### src/rtl/if_id_register.sv
// -----------------------------------------------------------------------------
// if_id_register
//
// Pipeline register between the fetch (IF) and decode (ID) stages of a
// MIPS-style five-stage pipeline. It also detects load-use hazards against
// the instruction currently in EX.
//
// Register update priority on each rising clk edge: flush > hold > load.
//   flush : the held instruction becomes a NOP bubble (instr_out = 0,
//           valid_out = 0). pc_plus4_out is left untouched.
//   hold  : stall OR load_use_stall. Every register keeps its value.
//   load  : instr_out/pc_plus4_out/valid_out capture the fetch inputs. When
//           in_valid = 0, the word is forced to 0 so the bubble decodes as
//           a NOP.
//
// Ports
//   clk            in   1  rising-edge clock
//   reset_n        in   1  asynchronous active-low reset
//   instr_in       in  32  fetched instruction word
//   pc_plus4_in    in  32  PC+4 of the fetched instruction
//   in_valid       in   1  fetch inputs carry a real instruction
//   stall          in   1  external hold request
//   flush          in   1  discard the held instruction (taken branch/jump)
//   ex_mem_read    in   1  the instruction in EX is a load
//   ex_rt          in   5  destination register of the load in EX
//   in_ready       out  1  fetch may advance this cycle (NOT hold)
//   valid_out      out  1  the held instruction is real, not a bubble
//   instr_out      out 32  held instruction
//   pc_plus4_out   out 32  held PC+4
//   opcode..funct  out     decoded fields of instr_out
//   immediate      out 16  instr_out[15:0], feeds the sign extender
//   jump_target    out 26  instr_out[25:0]
//   load_use_stall out  1  load-use hazard detected (combinational)
// -----------------------------------------------------------------------------
module if_id_register (
   input  logic        clk,
   input  logic        reset_n,
   input  logic [31:0] instr_in,
   input  logic [31:0] pc_plus4_in,
   input  logic        in_valid,
   input  logic        stall,
   input  logic        flush,
   input  logic        ex_mem_read,
   input  logic [4:0]  ex_rt,
   output logic        in_ready,
   output logic        valid_out,
   output logic [31:0] instr_out,
   output logic [31:0] pc_plus4_out,
   output logic [5:0]  opcode,
   output logic [4:0]  rs,
   output logic [4:0]  rt,
   output logic [4:0]  rd,
   output logic [4:0]  shamt,
   output logic [5:0]  funct,
   output logic [15:0] immediate,
   output logic [25:0] jump_target,
   output logic        load_use_stall
);

   // Opcodes whose rt field is a source operand.
   localparam logic [5:0] OP_RTYPE = 6'h00;
   localparam logic [5:0] OP_BEQ   = 6'h04;
   localparam logic [5:0] OP_BNE   = 6'h05;
   localparam logic [5:0] OP_SW    = 6'h2B;

   localparam logic [31:0] NOP_WORD = 32'h0000_0000;

   logic uses_rt;
   logic hold;

   // Field decode: pure slices of the register, no extra pipeline delay.
   assign opcode      = instr_out[31:26];
   assign rs          = instr_out[25:21];
   assign rt          = instr_out[20:16];
   assign rd          = instr_out[15:11];
   assign shamt       = instr_out[10:6];
   assign funct       = instr_out[5:0];
   assign immediate   = instr_out[15:0];
   assign jump_target = instr_out[25:0];

   always_comb begin
      // NOTE: every signal driven here gets a default first, so no path
      // through the block leaves it unassigned and no latch is inferred.
      uses_rt = 1'b0;
      unique case (opcode)
         OP_RTYPE, OP_BEQ, OP_BNE, OP_SW: uses_rt = 1'b1;
         default:                         uses_rt = 1'b0;
      endcase
   end

   // $zero is never a real dependency, so ex_rt == 0 is excluded; this also
   // keeps NOPs and bubbles (rs = rt = 0) from ever raising the hazard.
   // The hazard persists while EX keeps ex_mem_read high; clearing it is the
   // job of the logic that inserts the EX bubble.
   assign load_use_stall = valid_out && ex_mem_read && (ex_rt != 5'd0) &&
                           ((ex_rt == rs) || (uses_rt && (ex_rt == rt)));

   assign hold     = stall || load_use_stall;
   assign in_ready = !hold;

   // NOTE: state registers use non-blocking assignments only, so every
   // register samples pre-edge values regardless of statement order.
   always_ff @(posedge clk or negedge reset_n) begin
      if (!reset_n) begin
         instr_out    <= NOP_WORD;
         pc_plus4_out <= 32'h0;
         valid_out    <= 1'b0;
      end else if (flush) begin
         // Squash only; the stale PC+4 is harmless behind valid_out = 0.
         instr_out <= NOP_WORD;
         valid_out <= 1'b0;
      end else if (!hold) begin
         instr_out    <= in_valid ? instr_in : NOP_WORD;
         pc_plus4_out <= pc_plus4_in;
         valid_out    <= in_valid;
      end
   end

endmodule

### config.mk
export PLATFORM = sky130hd
export DESIGN_NAME = if_id_register
export DESIGN_NICKNAME = d
export VERILOG_FILES = /design/src/rtl/if_id_register.sv
export SDC_FILE = /design/constraint.sdc
export NUM_CORES = 1
export LEC_CHECK = 0
export ABC_CLOCK_PERIOD_IN_PS = 6100
export CAP_MARGIN = 10
export CORE_ASPECT_RATIO = 0.8
export CORE_MARGIN = 2
export CORE_UTILIZATION = 29
export DETAILED_ROUTE_END_ITERATION = 7
export PLACE_DENSITY = 0.68
export SYNTH_ARGS = -nofsm -noshare
export SYNTH_HDL_FRONTEND = slang
export SYNTH_SLANG_ARGS = --single-unit
export TNS_END_PERCENT = 100
### constraint.sdc
create_clock -name clk -period 6.1 [get_ports clk]
set_clock_uncertainty 0.15 [all_clocks]
set_input_delay 0.915 -clock clk [delete_from_list [all_inputs] [get_ports clk]]
set_output_delay 0.915 -clock clk [all_outputs]
set_load 0.02 [all_outputs]
==> metrics.cfg <==
[yosys]
synth_seq_cells = 65
synth.cell_area_sq_um = 3180
yosys_warnings = 0
avgSynthCellArea_sq_um = 13.0
synth_nets = 320
syn_inst = 245
synth_cell_types = 25
ys_seq_area_frac = 0.512

[clock_network]
cts_hold_buf = 0
post_cts_resized = 0
clk_pin_slew_ns = 0.05
clock-sinks = 65
cts_tree = built
numCtsBuffers = 9
htreeDepth = 3
cts-root-buf = clkbuf_16
clock_latency_ns = 0.32
cts_setup_buffers = 0
clk_path_buf_depth = 2

[sta]
slew-limit-headroom = 0.323
maxSlewViolCount = 0
finalHoldViolations = 0
min_period_ns = 4.12
tns_ns = 0
rsz0062_at_grt = false
worstMarginPinSlew_ns = 1.02
clock.fmax_ghz = 0.243
fin_crit_sh = 0.675
finalSetupViolCount = 0
setup_ws_ns = 1.98

[detailed_routing]
first_iter_violations = 59
routed_via_density = 4.55
num_vias = 2437
drc = 0
routedWlPerCell_um = 16.0
met3_length_um = 814
totalWireLength_mm = 8.55
drt_first_pass_iters = 4
drtAntennaViolNets = 0
drt-met1-wl_mm = 3.45
routed.top_layer = met4
dr_wl_met2_mm = 4.18

[setup_path]
crit_end = in_ready
r2r_end = pc_plus4_out[25]
critical_path.startpoint = ex_rt[0]
crit_arrival_ns = 3.05
crit_fanout = 3
reg2regPathDepth = 6
critPathKind = primary input to output pin
reg2reg_slack_ns = 3.39
r2r-start = instr_out[28]
worstSetupStartpointType = primary input
cp_data_required_time_ns = 5.03
endpoint_kind = output pin

[place]
io_buffers = 215
dp_hpwl_mm = 6.15
preCtsSetupSlack_ns = 2.00
dp_cells = 520
place_congestion = 0.832

[final_layout]
fillers = 972
area_delta_synth_final_pct = 63.1
layout-drive-gt1-share = 0.130
insertedDiodeCount = 0
nNetsFinal = 462
final_cells = 536

[global_route]
globalRouteOverflowTotal = 0
first_global_vias = 2522
grt_max_degree = 66
antenna_found_initial = 0
grtUsageTotal = 0.145
grt_pass1_wl_mm = 13.3

[floorplanning]
dieWidth_um = 121
row_count = 34
core_area_sq_um = 10800
die_y_um = 97.6
die-area_sq_um = 11800
io_pins = 216
start_util = 0.295

[pwr]
power_density_nw_per_um2 = 261
peakVddDrop_uv = 192
leakage_nw = 2.07

[hold_path]
hp-class = flop to flop

[job]
maxCapViolations = 0

[run_status]
outcome = complete, no violations

-- flip-flops by register name (all words and copies together), names as in the netlist --
register      count
instr_out        32
pc_plus4_out     32
valid_out         1
-- synthesized netlist by cell type --
master    number  area (sq um)
buf_4         76           571
dfrtp_1       65          1630
a32o_1        32           320
mux2_2        32           360
xor2_1         8          70.1
clkbuf_1       4          15.0
buf_6          3          33.8
nor2_1         3          11.3
buf_12         2          40.0
buf_2          2          10.0
nand4_1        2          12.5
or3_1          2          12.5
xnor2_1        2          17.5
a22o_1         1          8.76
a31oi_1        1          6.26
and3_2         1          7.51
buf_1          1          3.75
inv_1          1          3.75
mux2i_1        1          10.0
nand2_1        1          3.75
nand2b_1       1          6.26
nand3_1        1          5.00
nor3_1         1          5.00
nor4_1         1          6.26
o311a_1        1          10.0
-- layer usage --
metal | global-route usage | vias to the layer above
li1 | - | 1091
met1 | 0.168 | 1210
met2 | 0.239 | 126
met3 | 0.0634 | 10
met4 | 0.0456 | 0
met5 | 0 | -
-- worst min-delay path by stage --
stage                     startpoint          endpoint  cells after the start
floorplan                    reset_n      instr_out[0]                      0
global placement    pc_plus4_out[16]  pc_plus4_out[16]                      1
detailed placement  pc_plus4_out[21]  pc_plus4_out[21]                      1
CTS                  pc_plus4_out[1]   pc_plus4_out[1]                      1
global route         pc_plus4_out[3]   pc_plus4_out[3]                      1
finish              pc_plus4_out[21]  pc_plus4_out[21]                      1
-- power by group --
| group | switching (mW) | internal [mW] |
|---|---|---|
| clock | 0.172 | 0.357 |
| sequential | 0.0281 | 0.472 |
| combinational | 0.147 | 0.178 |
| total | 0.347 | 1.01 |
-- cell usage in the layout, fill, tap and decap left out, drive strengths merged --
cell type,n
clkdlybuf4s50,214
dfrtp,65
a32o,32
mux2,32
clkbuf,13
xor2,8
buf,5
nor2,3
or3,2
xnor2,2
nand4,2
bufinv,2
o311a,1
nor3,1
nand3,1
nand2b,1
mux2i,1
nor4,1
nand2,1
and3,1
inv,1
a31oi,1
a22o,1
clkinv,1
-- logic make-up (layout without fill, tap and decap cells) --
logic type / Yosys count / after routing / share of synthesized area
compound gates: 35 / 35 / 0.109
simple gates: 13 / 13 / 0.0221
mux: 33 / 33 / 0.117
xor+xnor: 10 / 10 / 0.0276
flops: 65 / 65 / 0.512
buf+inv: 89 / 236 / 0.213
-- per-stage QoR --
step	hold WS, ns	power, mW	area, sq um	utilization
global route	0.373	1.42	5180	0.481
CTS	0.357	1.38	5180	0.481
finish	0.352	1.35	5180	0.481
global placement	0.340	0.829	4880	0.453
detailed placement	0.346	0.835	4880	0.453
floorplan	0.469	0.669	3180	-
-- layout make-up --
class	count	area (sq um)	area share
Sequential cell	65	1630	0.314
Clock inverter	3	65.1	0.0126
Timing Repair Buffer	219	2180	0.420
Tap cell	144	180	0.0348
Multi-Input combinational cell	91	888	0.171
Inverter	1	3.75	0.000724
Clock buffer	13	240	0.0464
-- worst max-delay path: stages --
cell	delay, ns
clkdlybuf4s50_1	0.47
or3_1	0.39
o311a_1	0.32
nand4_1	0.17
nand2_1	0.10
nor2_1	0.09
clkdlybuf4s50_1	0.60
(Power assumes the default switching activity.)
